$ cat config.mk
export PLATFORM = sky130hd
export DESIGN_NAME = accel_shot_capture_flat
export DESIGN_NICKNAME = d
export VERILOG_FILES = /design/src/rtl/accel_pkg.sv /design/src/rtl/accel_shot_capture_if.sv /design/src/rtl/accel_peak_ch.sv /design/src/rtl/accel_shot_capture.sv /design/src/flat_wrapper.sv
export SDC_FILE = /design/constraint.sdc
export NUM_CORES = 1
export LEC_CHECK = 0
export ABC_AREA = 1
export CAP_MARGIN = 40
export CORE_ASPECT_RATIO = 0.6
export CORE_MARGIN = 8
export CORE_UTILIZATION = 48
export DETAILED_ROUTE_END_ITERATION = 8
export PLACE_DENSITY = 0.82
export SLEW_MARGIN = 10
export SYNTH_ARGS = -nofsm -noshare
export SYNTH_HDL_FRONTEND = slang
export SYNTH_SLANG_ARGS = --single-unit
$ cat constraint.sdc
create_clock -name clk -period 1.79 [get_ports clk]
set_clock_uncertainty 0.2 [all_clocks]
set_input_delay 0.2685 -clock clk [delete_from_list [all_inputs] [get_ports clk]]
set_output_delay 0.2685 -clock clk [all_outputs]
set_load 0.01 [all_outputs]
$ cat src/rtl/accel_pkg.sv
// Shared types for the accelerometer shot-capture engine.
package accel_pkg;

  localparam int unsigned StateW = 2;

  typedef enum logic [StateW-1:0] {
    S_IDLE  = 2'd0,
    S_ARMED = 2'd1,
    S_TRACK = 2'd2,
    S_HOLD  = 2'd3
  } state_e;

endpackage

$ cat src/rtl/accel_shot_capture_if.sv
// Sample/control/display bundle between the flick filter side and the shot-capture engine.
interface accel_shot_capture_if #(
  parameter int unsigned NUM_AXES = 3,
  parameter int unsigned DATA_W   = 16
);
  import accel_pkg::*;

  logic [NUM_AXES-1:0]        in_valid;
  logic [NUM_AXES*DATA_W-1:0] in_flick;
  logic                       arm;
  logic                       freeze_btn;
  logic                       clear;
  logic [NUM_AXES*DATA_W-1:0] out_disp;
  logic [NUM_AXES*DATA_W-1:0] out_peak;
  logic [NUM_AXES-1:0]        trig_mask;
  logic [StateW-1:0]          state;
  logic                       shot_done;
  logic [7:0]                 shot_count;

  // Driver of samples/controls, consumer of display and status
  modport master (
    output in_valid, in_flick, arm, freeze_btn, clear,
    input  out_disp, out_peak, trig_mask, state, shot_done, shot_count
  );

  // The capture engine itself
  modport slave (
    input  in_valid, in_flick, arm, freeze_btn, clear,
    output out_disp, out_peak, trig_mask, state, shot_done, shot_count
  );

endinterface

$ cat src/rtl/accel_peak_ch.sv
// One axis channel: live sample, frozen snapshot and peak register.
module accel_peak_ch #(
  parameter int unsigned DATA_W = 16
) (
  input  logic              clk,
  input  logic              rst,
  input  logic              valid_i,
  input  logic [DATA_W-1:0] flick_i,
  input  logic              snap_en_i,
  input  logic              peak_clr_i,
  input  logic              peak_load_i,
  input  logic              peak_max_i,
  output logic [DATA_W-1:0] live_o,
  output logic [DATA_W-1:0] snap_o,
  output logic [DATA_W-1:0] peak_o
);

  logic [DATA_W-1:0] live_q, snap_q, peak_q, peak_d;

  // Peak next value: clear wins, then direct load on trigger, then running max
  always_comb begin
    peak_d = peak_q;
    if (peak_clr_i) begin
      peak_d = '0;
    end else if (valid_i && peak_load_i) begin
      peak_d = flick_i;
    end else if (valid_i && peak_max_i && (flick_i > peak_q)) begin
      peak_d = flick_i;
    end
  end

  // Channel registers; snapshot takes the pre-update live value
  always_ff @(posedge clk) begin
    if (rst) begin
      live_q <= '0;
      snap_q <= '0;
      peak_q <= '0;
    end else begin
      if (valid_i) live_q <= flick_i;
      if (snap_en_i) snap_q <= live_q;
      peak_q <= peak_d;
    end
  end

  assign live_o = live_q;
  assign snap_o = snap_q;
  assign peak_o = peak_q;

endmodule

$ cat src/rtl/accel_shot_capture.sv
// N-axis shot-capture engine: arm, trigger on threshold, track per-axis peaks over a
// sample window, then hold. Also provides a button snapshot and a registered display bus.
// Optional feature macro: ACCEL_SHOT_CNT_EN enables the saturating shot counter.
module accel_shot_capture
  import accel_pkg::*;
#(
  parameter int unsigned NUM_AXES = 3,
  parameter int unsigned DATA_W   = 16,
  parameter int unsigned THRESH   = 1000,
  parameter int unsigned WINDOW   = 64
) (
  input logic clk,
  input logic rst,
  accel_shot_capture_if.slave bus
);

  localparam int unsigned CntW = $clog2(WINDOW) + 1;
  localparam logic [CntW-1:0]   LastCnt = CntW'(WINDOW - 1);
  localparam logic [DATA_W-1:0] ThreshV = DATA_W'(THRESH);

  state_e                     state_q, state_d;
  logic [CntW-1:0]            win_cnt_q, win_cnt_d;
  logic [NUM_AXES-1:0]        trig_q, trig_d;
  logic                       done_q, done_d;
  logic                       frz_q;
  logic [NUM_AXES*DATA_W-1:0] disp_q;

  logic [NUM_AXES-1:0]        hit;
  logic                       frz_edge;
  logic                       peak_clr, peak_load, peak_max;
  logic [NUM_AXES*DATA_W-1:0] live_all, snap_all, peak_all;

  assign frz_edge = bus.freeze_btn & ~frz_q;

  // Per-axis trigger hits on this cycle
  always_comb begin
    hit = '0;
    for (int i = 0; i < NUM_AXES; i++) begin
      hit[i] = bus.in_valid[i] && (bus.in_flick[i*DATA_W +: DATA_W] >= ThreshV);
    end
  end

  // FSM next state and per-channel peak controls; clear overrides everything
  always_comb begin
    state_d   = state_q;
    win_cnt_d = win_cnt_q;
    trig_d    = trig_q;
    done_d    = 1'b0;
    peak_clr  = 1'b0;
    peak_load = 1'b0;
    peak_max  = 1'b0;
    if (bus.clear) begin
      peak_clr  = 1'b1;
      trig_d    = '0;
      win_cnt_d = '0;
      state_d   = bus.arm ? S_ARMED : S_IDLE;
    end else begin
      unique case (state_q)
        S_IDLE: begin
          if (bus.arm) begin
            state_d   = S_ARMED;
            peak_clr  = 1'b1;
            trig_d    = '0;
            win_cnt_d = '0;
          end
        end
        S_ARMED: begin
          if (!bus.arm) begin
            state_d = S_IDLE;
          end else if (|hit) begin
            state_d   = S_TRACK;
            peak_load = 1'b1;
            trig_d    = hit;
            win_cnt_d = CntW'(1);
          end
        end
        S_TRACK: begin
          // arm is deliberately ignored so a started shot always completes
          peak_max = 1'b1;
          if (|bus.in_valid) begin
            win_cnt_d = win_cnt_q + CntW'(1);
            if (win_cnt_q == LastCnt) begin
              state_d = S_HOLD;
              done_d  = 1'b1;
            end
          end
        end
        S_HOLD: ;
        default: state_d = S_IDLE;
      endcase
    end
  end

  // FSM state, window counter, trigger mask, done pulse, button edge and display register
  always_ff @(posedge clk) begin
    if (rst) begin
      state_q   <= S_IDLE;
      win_cnt_q <= '0;
      trig_q    <= '0;
      done_q    <= 1'b0;
      frz_q     <= 1'b0;
      disp_q    <= '0;
    end else begin
      state_q   <= state_d;
      win_cnt_q <= win_cnt_d;
      trig_q    <= trig_d;
      done_q    <= done_d;
      frz_q     <= bus.freeze_btn;
      if (bus.freeze_btn)       disp_q <= snap_all;
      else if (state_q == S_HOLD) disp_q <= peak_all;
      else                      disp_q <= live_all;
    end
  end

  for (genvar i = 0; i < NUM_AXES; i++) begin : g_ch
    accel_peak_ch #(
      .DATA_W(DATA_W)
    ) u_ch (
      .clk        (clk),
      .rst        (rst),
      .valid_i    (bus.in_valid[i]),
      .flick_i    (bus.in_flick[i*DATA_W +: DATA_W]),
      .snap_en_i  (frz_edge),
      .peak_clr_i (peak_clr),
      .peak_load_i(peak_load),
      .peak_max_i (peak_max),
      .live_o     (live_all[i*DATA_W +: DATA_W]),
      .snap_o     (snap_all[i*DATA_W +: DATA_W]),
      .peak_o     (peak_all[i*DATA_W +: DATA_W])
    );
  end

  assign bus.out_disp  = disp_q;
  assign bus.out_peak  = peak_all;
  assign bus.trig_mask = trig_q;
  assign bus.state     = state_q;
  assign bus.shot_done = done_q;

`ifdef ACCEL_SHOT_CNT_EN
  logic [7:0] shot_cnt_q;

  // Saturating shot counter, cleared only by reset
  always_ff @(posedge clk) begin
    if (rst) begin
      shot_cnt_q <= 8'd0;
    end else if (done_q && (shot_cnt_q != 8'hFF)) begin
      shot_cnt_q <= shot_cnt_q + 8'd1;
    end
  end

  assign bus.shot_count = shot_cnt_q;
`else
  assign bus.shot_count = 8'd0;
`endif

endmodule

$ cat src/flat_wrapper.sv
// flat-port wrapper written by rule: the top's interface ports become plain ports
module accel_shot_capture_flat import accel_pkg::*;
#(
  parameter int unsigned NUM_AXES = 3,
  parameter int unsigned DATA_W   = 16,
  parameter int unsigned THRESH   = 1000,
  parameter int unsigned WINDOW   = 64
)
  (clk, rst, bus_in_valid, bus_in_flick, bus_arm, bus_freeze_btn, bus_clear, bus_out_disp, bus_out_peak, bus_trig_mask, bus_state, bus_shot_done, bus_shot_count);
  accel_shot_capture_if #(.NUM_AXES(NUM_AXES), .DATA_W(DATA_W)) bus_i ();
  input logic clk;
  input logic rst;
  input wire logic [$bits(bus_i.in_valid)-1:0] bus_in_valid;
  input wire logic [$bits(bus_i.in_flick)-1:0] bus_in_flick;
  input wire logic [$bits(bus_i.arm)-1:0] bus_arm;
  input wire logic [$bits(bus_i.freeze_btn)-1:0] bus_freeze_btn;
  input wire logic [$bits(bus_i.clear)-1:0] bus_clear;
  output wire logic [$bits(bus_i.out_disp)-1:0] bus_out_disp;
  output wire logic [$bits(bus_i.out_peak)-1:0] bus_out_peak;
  output wire logic [$bits(bus_i.trig_mask)-1:0] bus_trig_mask;
  output wire logic [$bits(bus_i.state)-1:0] bus_state;
  output wire logic [$bits(bus_i.shot_done)-1:0] bus_shot_done;
  output wire logic [$bits(bus_i.shot_count)-1:0] bus_shot_count;
  assign bus_i.in_valid = bus_in_valid;
  assign bus_i.in_flick = bus_in_flick;
  assign bus_i.arm = bus_arm;
  assign bus_i.freeze_btn = bus_freeze_btn;
  assign bus_i.clear = bus_clear;
  assign bus_out_disp = bus_i.out_disp;
  assign bus_out_peak = bus_i.out_peak;
  assign bus_trig_mask = bus_i.trig_mask;
  assign bus_state = bus_i.state;
  assign bus_shot_done = bus_i.shot_done;
  assign bus_shot_count = bus_i.shot_count;
  accel_shot_capture #(.NUM_AXES(NUM_AXES), .DATA_W(DATA_W), .THRESH(THRESH), .WINDOW(WINDOW)) u_core (.clk(clk), .rst(rst), .bus(bus_i));
endmodule
==> reports/qor.csv <==
stage,metric,value,unit
critical_path,r2r_slack,-420,ps
critical_path,critPathLaunchType,flop,
power,p_int,8.38,mW
drt,wirelength,36100,um
power,power.share.switching,28.8,%
cts,numCtsBuffers,21,
cts,cts_sinks,206,
sta,hold_violations,1,
critical_path,worst-path-buf-inv,1,
logic_synthesis,synth_area,9740,um^2
die,die_x,200,um
sta,relSlewSlack,64.0,%
logic_synthesis,synth-compound-area-share,16.2,%
power,p_sw,3.38,mW
run,cap_violations,0,
drt,num_vias,10800,
cts,clk_path_buf_depth,3,
critical_path,worstSetupPathType,reg2reg,
drt,routedWlPerCell,18.4,um
power,ir_drop,0.636,mV
sta,period_needed,2210,ps
critical_path,end_kind,flop,
run_status,status,"finished, violations left",
logic_synthesis,synthMuxAreaShare,0,%
power,static-leakage-power,6.75,nW
critical_path,cp-startpoint,u_core.g_ch[2].u_ch.peak_o[3],
logic_synthesis,synth_top_family_by_area,simple AND/OR/NAND/NOR gates,
critical_path,cpLargestDelayFamily,simple AND/OR/NAND/NOR gates,
drt,vias_per_cell,5.51,
finish,final_layout_size_suffix_gt1_share,25.8,%
sta,setup_violations,57,
global_route,grt_max_degree,65,
power,cellPowerDensity,817,nW/um^2
critical_path,max_stage_delay,340,ps
logic_synthesis,seq_area_frac_synth,42.3,%
min_path,min_path_type,in2reg,
placement,hpwlAfterDp,21700,um
drt,top_layer,met4,
cts,h-tree-depth,1,
global_route,grt_overflow,0,
finish,fin_nets,1783,
critical_path,cp_max_fo,8,
logic_synthesis,synth_top_area_share,42.3,%
drt,route.detailed.drc,0,
drt,drtPass1Iterations,8,
critical_path,crit_end,u_core.g_ch[2].u_ch.peak_o[15],
die,core_area,20000,um^2
placement,dp_cells,1896,
global_route,grt_pass1_vias,10200,
placement,place_congestion,0.918,
power,p_clk_share,37.1,%
logic_synthesis,synth_xor_area_share,0.270,%
global_route,grt_pass1_wl,53000,um
cts,clkLatencyLatePin,500,ps
sta,fin_hold_ws,-6.14,ps
critical_path,path_common_cell,nand2_1,
cts,cts.clk_slew.worst_paths,70,ps
global_route,antenna_found_initial,1,
critical_path,rr_worst_depth,13,
die,die_h,126,um
finish,final_cells,1961,
drt,wl_met3,4340,um
finish,final_util,72.1,%
logic_synthesis,synth_cells,1391,
critical_path,cp_num_cells,13,
critical_path,crit_path_top_delay_cell,dfxtp_2,
sta,fin_crit_sh,123,%
logic_synthesis,synth-seq-cells,206,
die,dieArea,25300,um^2
critical_path,r2r_start,u_core.g_ch[2].u_ch.peak_o[3],
die,num_rows,40,
logic_synthesis,synth_cell_type_count,33,
logic_synthesis,synth-simple-area-share,23.0,%
logic_synthesis,yosysTopAreaCell,dfxtp_1,
drt,wl_met1,14400,um
power,p_comb_share,20.3,%
sta,worst_pin_slew,540,ps
die,initial_core_util,48.8,%
drt,ant_nets,0,
power,pwr-share-seq,42.6,%
run_status,violations,"hold timing, setup timing",
placement,port_buffers,157,
finish,nFillCells,1416,
logic_synthesis,synth_fa_ha_area_share,6.94,%
power,p_total,11.8,mW
sta,timing.fmax,453,MHz
global_route,grt_usage,25.5,%
drt,initialDrtViolationCount,1220,
drt,dr_wl_met2,15800,um
critical_path,required,2010,ps
logic_synthesis,ys_top_cells_by_area,"dfxtp_1 42%, nor2_1 12%, nand2_1 8.4%",
sta,rsz0062_at_grt,true,
critical_path,path_cells,"inv_1, ha_1, a21oi_1, nand2_1, nand2_1, nand2_1, nand2_1, nand2_2, nand2_4, nand2_8, nand2_2, nand2_1, nor2_1",
critical_path,arrival,2430,ps
cts,cts_tree,built,
cts,cts_root_buffer,clkbuf_16,
sta,worst_slack,-420,ps
critical_path,r2r-end,u_core.g_ch[2].u_ch.peak_o[15],
logic_synthesis,syn_area_per_cell,7.00,um^2
sta,drv_slew,0,
finish,area_growth,47.8,%
die,boundaryPins,166,
logic_synthesis,ys_warn_count,0,
sta,tns,-15990,ps
-- layout make-up --
cell class,count,area (um^2),area share [%]
clock inverter,3,40.0,0.278
tap,273,342,2.37
multi-input combinational,931,5530,38.5
inverter,187,709,4.93
antenna,1,2.50,0.0174
clock buffer,34,624,4.34
sequential,206,4180,29.1
timing repair buffer,326,2960,20.6
-- power by group through the flow --
stage	Combinational, mW	Sequential, mW	Clock, mW
global route	2.57	5.03	4.57
floorplan	1.00	5.11	0
global placement	1.86	5.07	0
finish	2.39	5.01	4.36
detailed placement	1.92	5.08	0
CTS	2.03	4.99	4.36
-- worst min-delay path by stage --
| stage | to | cells after the start | start | slack (ps) |
|---|---|---|---|---|
| floorplan | u_core.g_ch[1].u_ch.live_o[1] | 2 | bus_in_flick[17] | 220 |
| global placement | u_core.g_ch[1].u_ch.snap_o[0] | 2 | u_core.g_ch[1].u_ch.live_o[0] | 250 |
| detailed placement | u_core.g_ch[1].u_ch.snap_o[0] | 2 | u_core.g_ch[1].u_ch.live_o[0] | 250 |
| CTS | u_core.frz_q | 4 | bus_freeze_btn | 60 |
| global route | u_core.g_ch[2].u_ch.peak_o[11] | 5 | bus_in_flick[43] | 50 |
| finish | u_core.g_ch[2].u_ch.peak_o[11] | 5 | bus_in_flick[43] | -6 |
-- stage by stage --
stage / setup slack, ps / area (um^2)
after floorplan: -62.0 / 9840
after global placement: -726 / 12600
after detailed placement: -796 / 12600
after CTS: -223 / 13800
after global routing: -518 / 14400
final: -420 / 14400
-- cell usage after synthesis --
| cell type | number |
|---|---|
| nor2_1 | 306 |
| nand2_1 | 218 |
| dfxtp_1 | 206 |
| inv_1 | 185 |
| o21ai_0 | 160 |
| a21oi_1 | 96 |
| ha_1 | 54 |
| clkbuf_1 | 42 |
| a211oi_1 | 32 |
| nand3_1 | 18 |
| buf_2 | 11 |
| buf_4 | 10 |
| nand4_1 | 9 |
| buf_1 | 8 |
| buf_6 | 6 |
| nand2_2 | 5 |
| nand2_4 | 3 |
| xor2_1 | 3 |
| nor3_1 | 2 |
| o21a_1 | 2 |
| o21bai_1 | 2 |
| or2_0 | 2 |
| a21o_1 | 1 |
| a22oi_1 | 1 |
| clkinv_1 | 1 |
| conb_1 | 1 |
| inv_2 | 1 |
| nand3_2 | 1 |
| nand3_4 | 1 |
| nor2_2 | 1 |
| nor3b_1 | 1 |
| o21ai_1 | 1 |
| o31ai_1 | 1 |
-- layer usage --
layer  track usage (%)  vias to the layer above
met3              5.62                      150
met5                 0                        -
met2              39.9                      740
met4              6.77                        0
li1                  -                     4954
met1              35.0                     4964
-- repair_timing --
action,CTS,global route
endpoints found under the hold margin,1,1
setup buffers,5,14
hold buffers,1,1
gates cloned,3,3
resized for setup,245,146
pin swaps,41,45
endpoints found under the setup margin,162,79
-- cell families after synthesis --
logic type / Yosys count
compound gates: 296
buf+inv: 264
xor+xnor: 3
flops: 206
fa+ha+maj: 54
simple gates: 567
other cells: 1
-- state kept, by name, summed over array words and instances, names as in the netlist --
name and cells:
u_core.bus.state 2, u_core.bus.shot_done 1, u_core.win_cnt_q 7, u_core.g_ch.u_ch.snap_o 48, u_core.bus.out_disp 48, u_core.frz_q 1
u_core.g_ch.u_ch.live_o 48, u_core.bus.trig_mask 3, u_core.g_ch.u_ch.peak_o 48
-- worst register-to-register path: stages (launching register included) --
cell and delay, ps:
dfxtp_2 340, inv_1 60, ha_1 320, a21oi_1 240, nand2_1 90, nand2_1 60
nand2_1 70, nand2_1 110, nand2_2 120, nand2_4 160, nand2_8 140, nand2_2 80
nand2_1 40, nor2_1 110
-- cell usage in the layout (no fill, tap or decap), types with 9 or more instances in the layout --
master | synthesis | layout
nand3_1 | 18 | 12
a211oi_1 | 32 | 32
dlygate4sd2_1 | 0 | 104
nand2_2 | 5 | 50
clkdlybuf4s50_1 | 0 | 35
nand2_1 | 218 | 155
dfxtp_2 | 0 | 41
a21oi_2 | 0 | 12
o21ai_1 | 1 | 9
inv_1 | 185 | 161
dlymetal6s2s_1 | 0 | 14
nand2_4 | 3 | 17
dfxtp_1 | 206 | 163
o21ai_0 | 160 | 145
buf_12 | 0 | 13
nor2_4 | 0 | 20
nor2_2 | 1 | 23
nor2_1 | 306 | 264
buf_4 | 10 | 144
ha_1 | 54 | 33
clkbuf_16 | 0 | 23
nand4_1 | 9 | 9
ha_4 | 0 | 21
inv_2 | 1 | 22
a21oi_1 | 96 | 82
Power figures use the tool's default switching activity.
==> patch: new RTL, config.mk and constraints unchanged <==
The option `ACCEL_SHOT_CNT_EN` is turned on by a define.
--- a/src/rtl/accel_shot_capture.sv
+++ b/src/rtl/accel_shot_capture.sv
@@ -2,4 +2,6 @@
 // sample window, then hold. Also provides a button snapshot and a registered display bus.
 // Optional feature macro: ACCEL_SHOT_CNT_EN enables the saturating shot counter.
+`define ACCEL_SHOT_CNT_EN
+
 module accel_shot_capture
   import accel_pkg::*;
Behaviour: same outputs for any inputs over 4 cycles, from zero or initial values and one cycle with rst high; that may be too few to reach the edited logic, so the function may still have changed.
==> patch against the unedited design <==
The run ends with negative setup slack left. Sequential cell count increased by 8. Hold slack improved by 64 ps. Critical path type unchanged. Area after synthesis rose by 3.2%. Sequential power is 3% higher. Critical endpoint is now u_core.g_ch[1].u_ch.peak_o[9]. Design area up 4.9%. Critical path depth shrank 2. Routed wire length decreased by 2.3%. First-iteration DRC count decreased by 29%. Total power up 2.2%. Worst setup slack improved by 52 ps. Combinational power fell by 3%.
==> patch: results (changes against the unedited design) <==
outcome:
  outcome: "finished with violations"
  violations: "negative setup slack"
global_route:
  use_met2_pct: 38.4  # -1.5 points
  use_met1_pct: 31.6  # -3.4 points
  track_usage_pct: 24.0  # -1.5 points
  use_met3_pct: 5.02  # -0.60 points
  antenna_found_initial: 0  # -1
  grt_pass1_vias: 10300  # +1.5%
  grt_pass1_wl_microns: 52000  # -1.9%
  grt_max_degree: 48  # -26%
synthesis:
  synth_async_sr_flop_share_pct: 0  # unchanged
  ys_top_cells_by_area: "dfxtp_1 (43%), nor2_1 (12%), nand2_1 (8.3%), o21ai_0 (8.0%), inv_1 (7.0%)"
  ys_top_cells_by_count: "nor2_1 (316), nand2_1 (222), dfxtp_1 (214)"
  yosysSeqAreaShare_pct: 42.6  # +0.28 points
  synth_fp_nets: 1545
  synth.distinct_cells: 34  # +3.0%
sta:
  timing.hold.ws_ps: 58.3  # +64.4 ps
  finalSetupViolations: 52  # -8.8%
  setup_tns_ps: -11220  # +4770 ps
  finalWorstSetupSlack_ps: -368  # +52.0 ps
  maxSlewHeadroom_pct: 69.1  # +5.1 points
setup_path:
  arrival_ps: 2360  # -70 ps
  worstReg2RegStart: "u_core.g_ch[1].u_ch.peak_o[11]"
  cp-endpoint: "u_core.g_ch[1].u_ch.peak_o[9]"
  r2r_cells: 11  # -2
  critPathLaunch: "u_core.g_ch[1].u_ch.peak_o[11]"
  worstPathMaxFanout: 6  # -2
final_layout:
  nets: 1842  # +3.3%
  layout-drive-gt1-share_pct: 27.1  # +1.2 points
  diodes: 0  # -1
hold_path:
  worstHoldEndpoint: "u_core.g_ch[2].u_ch.live_o[11]"
  hold_depth: 3  # -2
place:
  gp_congestion: 0.880  # -4.1%
  port_buffers: 165  # +5.1%
  dp_hpwl_microns: 21600  # -0.81%
  dpl_cell_area_sq_mm: 0.0131  # +4.4%
pwr:
  total_leakage_power_nw: 6.93  # +2.6%
  irDropWorstVdd_v: 0.000725  # +14%
drt:
  vias: 10900  # +1.1%
  wire_per_inst_microns: 17.5  # -5.3%
  dr.pass1.iters: 5  # -3
  drt_iter0_markers: 866  # -29%
clock_network:
  cts_buffers: 21  # unchanged
## patch: routing by layer
| metal | share of wire [%] | wire (microns) |
|---|---|---|
| met2 | 45 | 15800 |
| met1 | 41 | 14500 |
| met5 | 0 | 0 |
| met3 | 11 | 3770 |
| met4 | 3.4 | 1220 |
## patch: power by group
part	leakage (nW)	internal (W)	switching [W]
sequential	1.78	0.00503	0.000118
combinational	4.81	0.000987	0.00134
clock	0.335	0.00267	0.00188
## patch: timing repair
action,in CTS,in global routing
endpoints found under the hold margin,0,1
pin swaps,41,77
hold buffers,0,1
cloned,6,3
buffers inserted,3,11
resized for setup,240,197
setup endpoints to repair,169,77
## patch: through the flow
step | instances | setup slack [ps]
6_report | 2022 | -368
5_1_grt | 2022 | -422
4_1_cts | 2008 | -240
3_5_place_dp | 1964 | -687
3_3_place_gp | 1964 | -600
2_1_floorplan | 1434 | -33.9
## patch: cell type report
type / count / area, sq um
Clock buffer: 29 / 576
Clock inverter: 6 / 109
Fill cell: 1480 / 5680
Inverter: 192 / 726
Multi-Input combinational cell: 963 / 5900
Sequential cell: 214 / 4340
Tap cell: 279 / 349
Timing Repair Buffer: 339 / 3100
## patch: critical path: stages, from the launching register on
cell,delay (ps)
dfxtp_2,340
inv_2,60
ha_4,240
a21oi_1,190
nand2_1,160
a21oi_2,200
nand2_2,70
nand3_2,80
nand2_4,130
clkbuf_16,200
nor2_1,110
nor2_1,60
## patch: kinds of logic after synthesis
family                     share of synthesized area [%]
AOI/OAI and AO/OA                                   16.5
xor gates and xnor gates                           0.349
adders and majority gates                           6.85
buffers and inverters                               10.3
DFF                                                 42.6
and+or+nand+nor                                     23.4
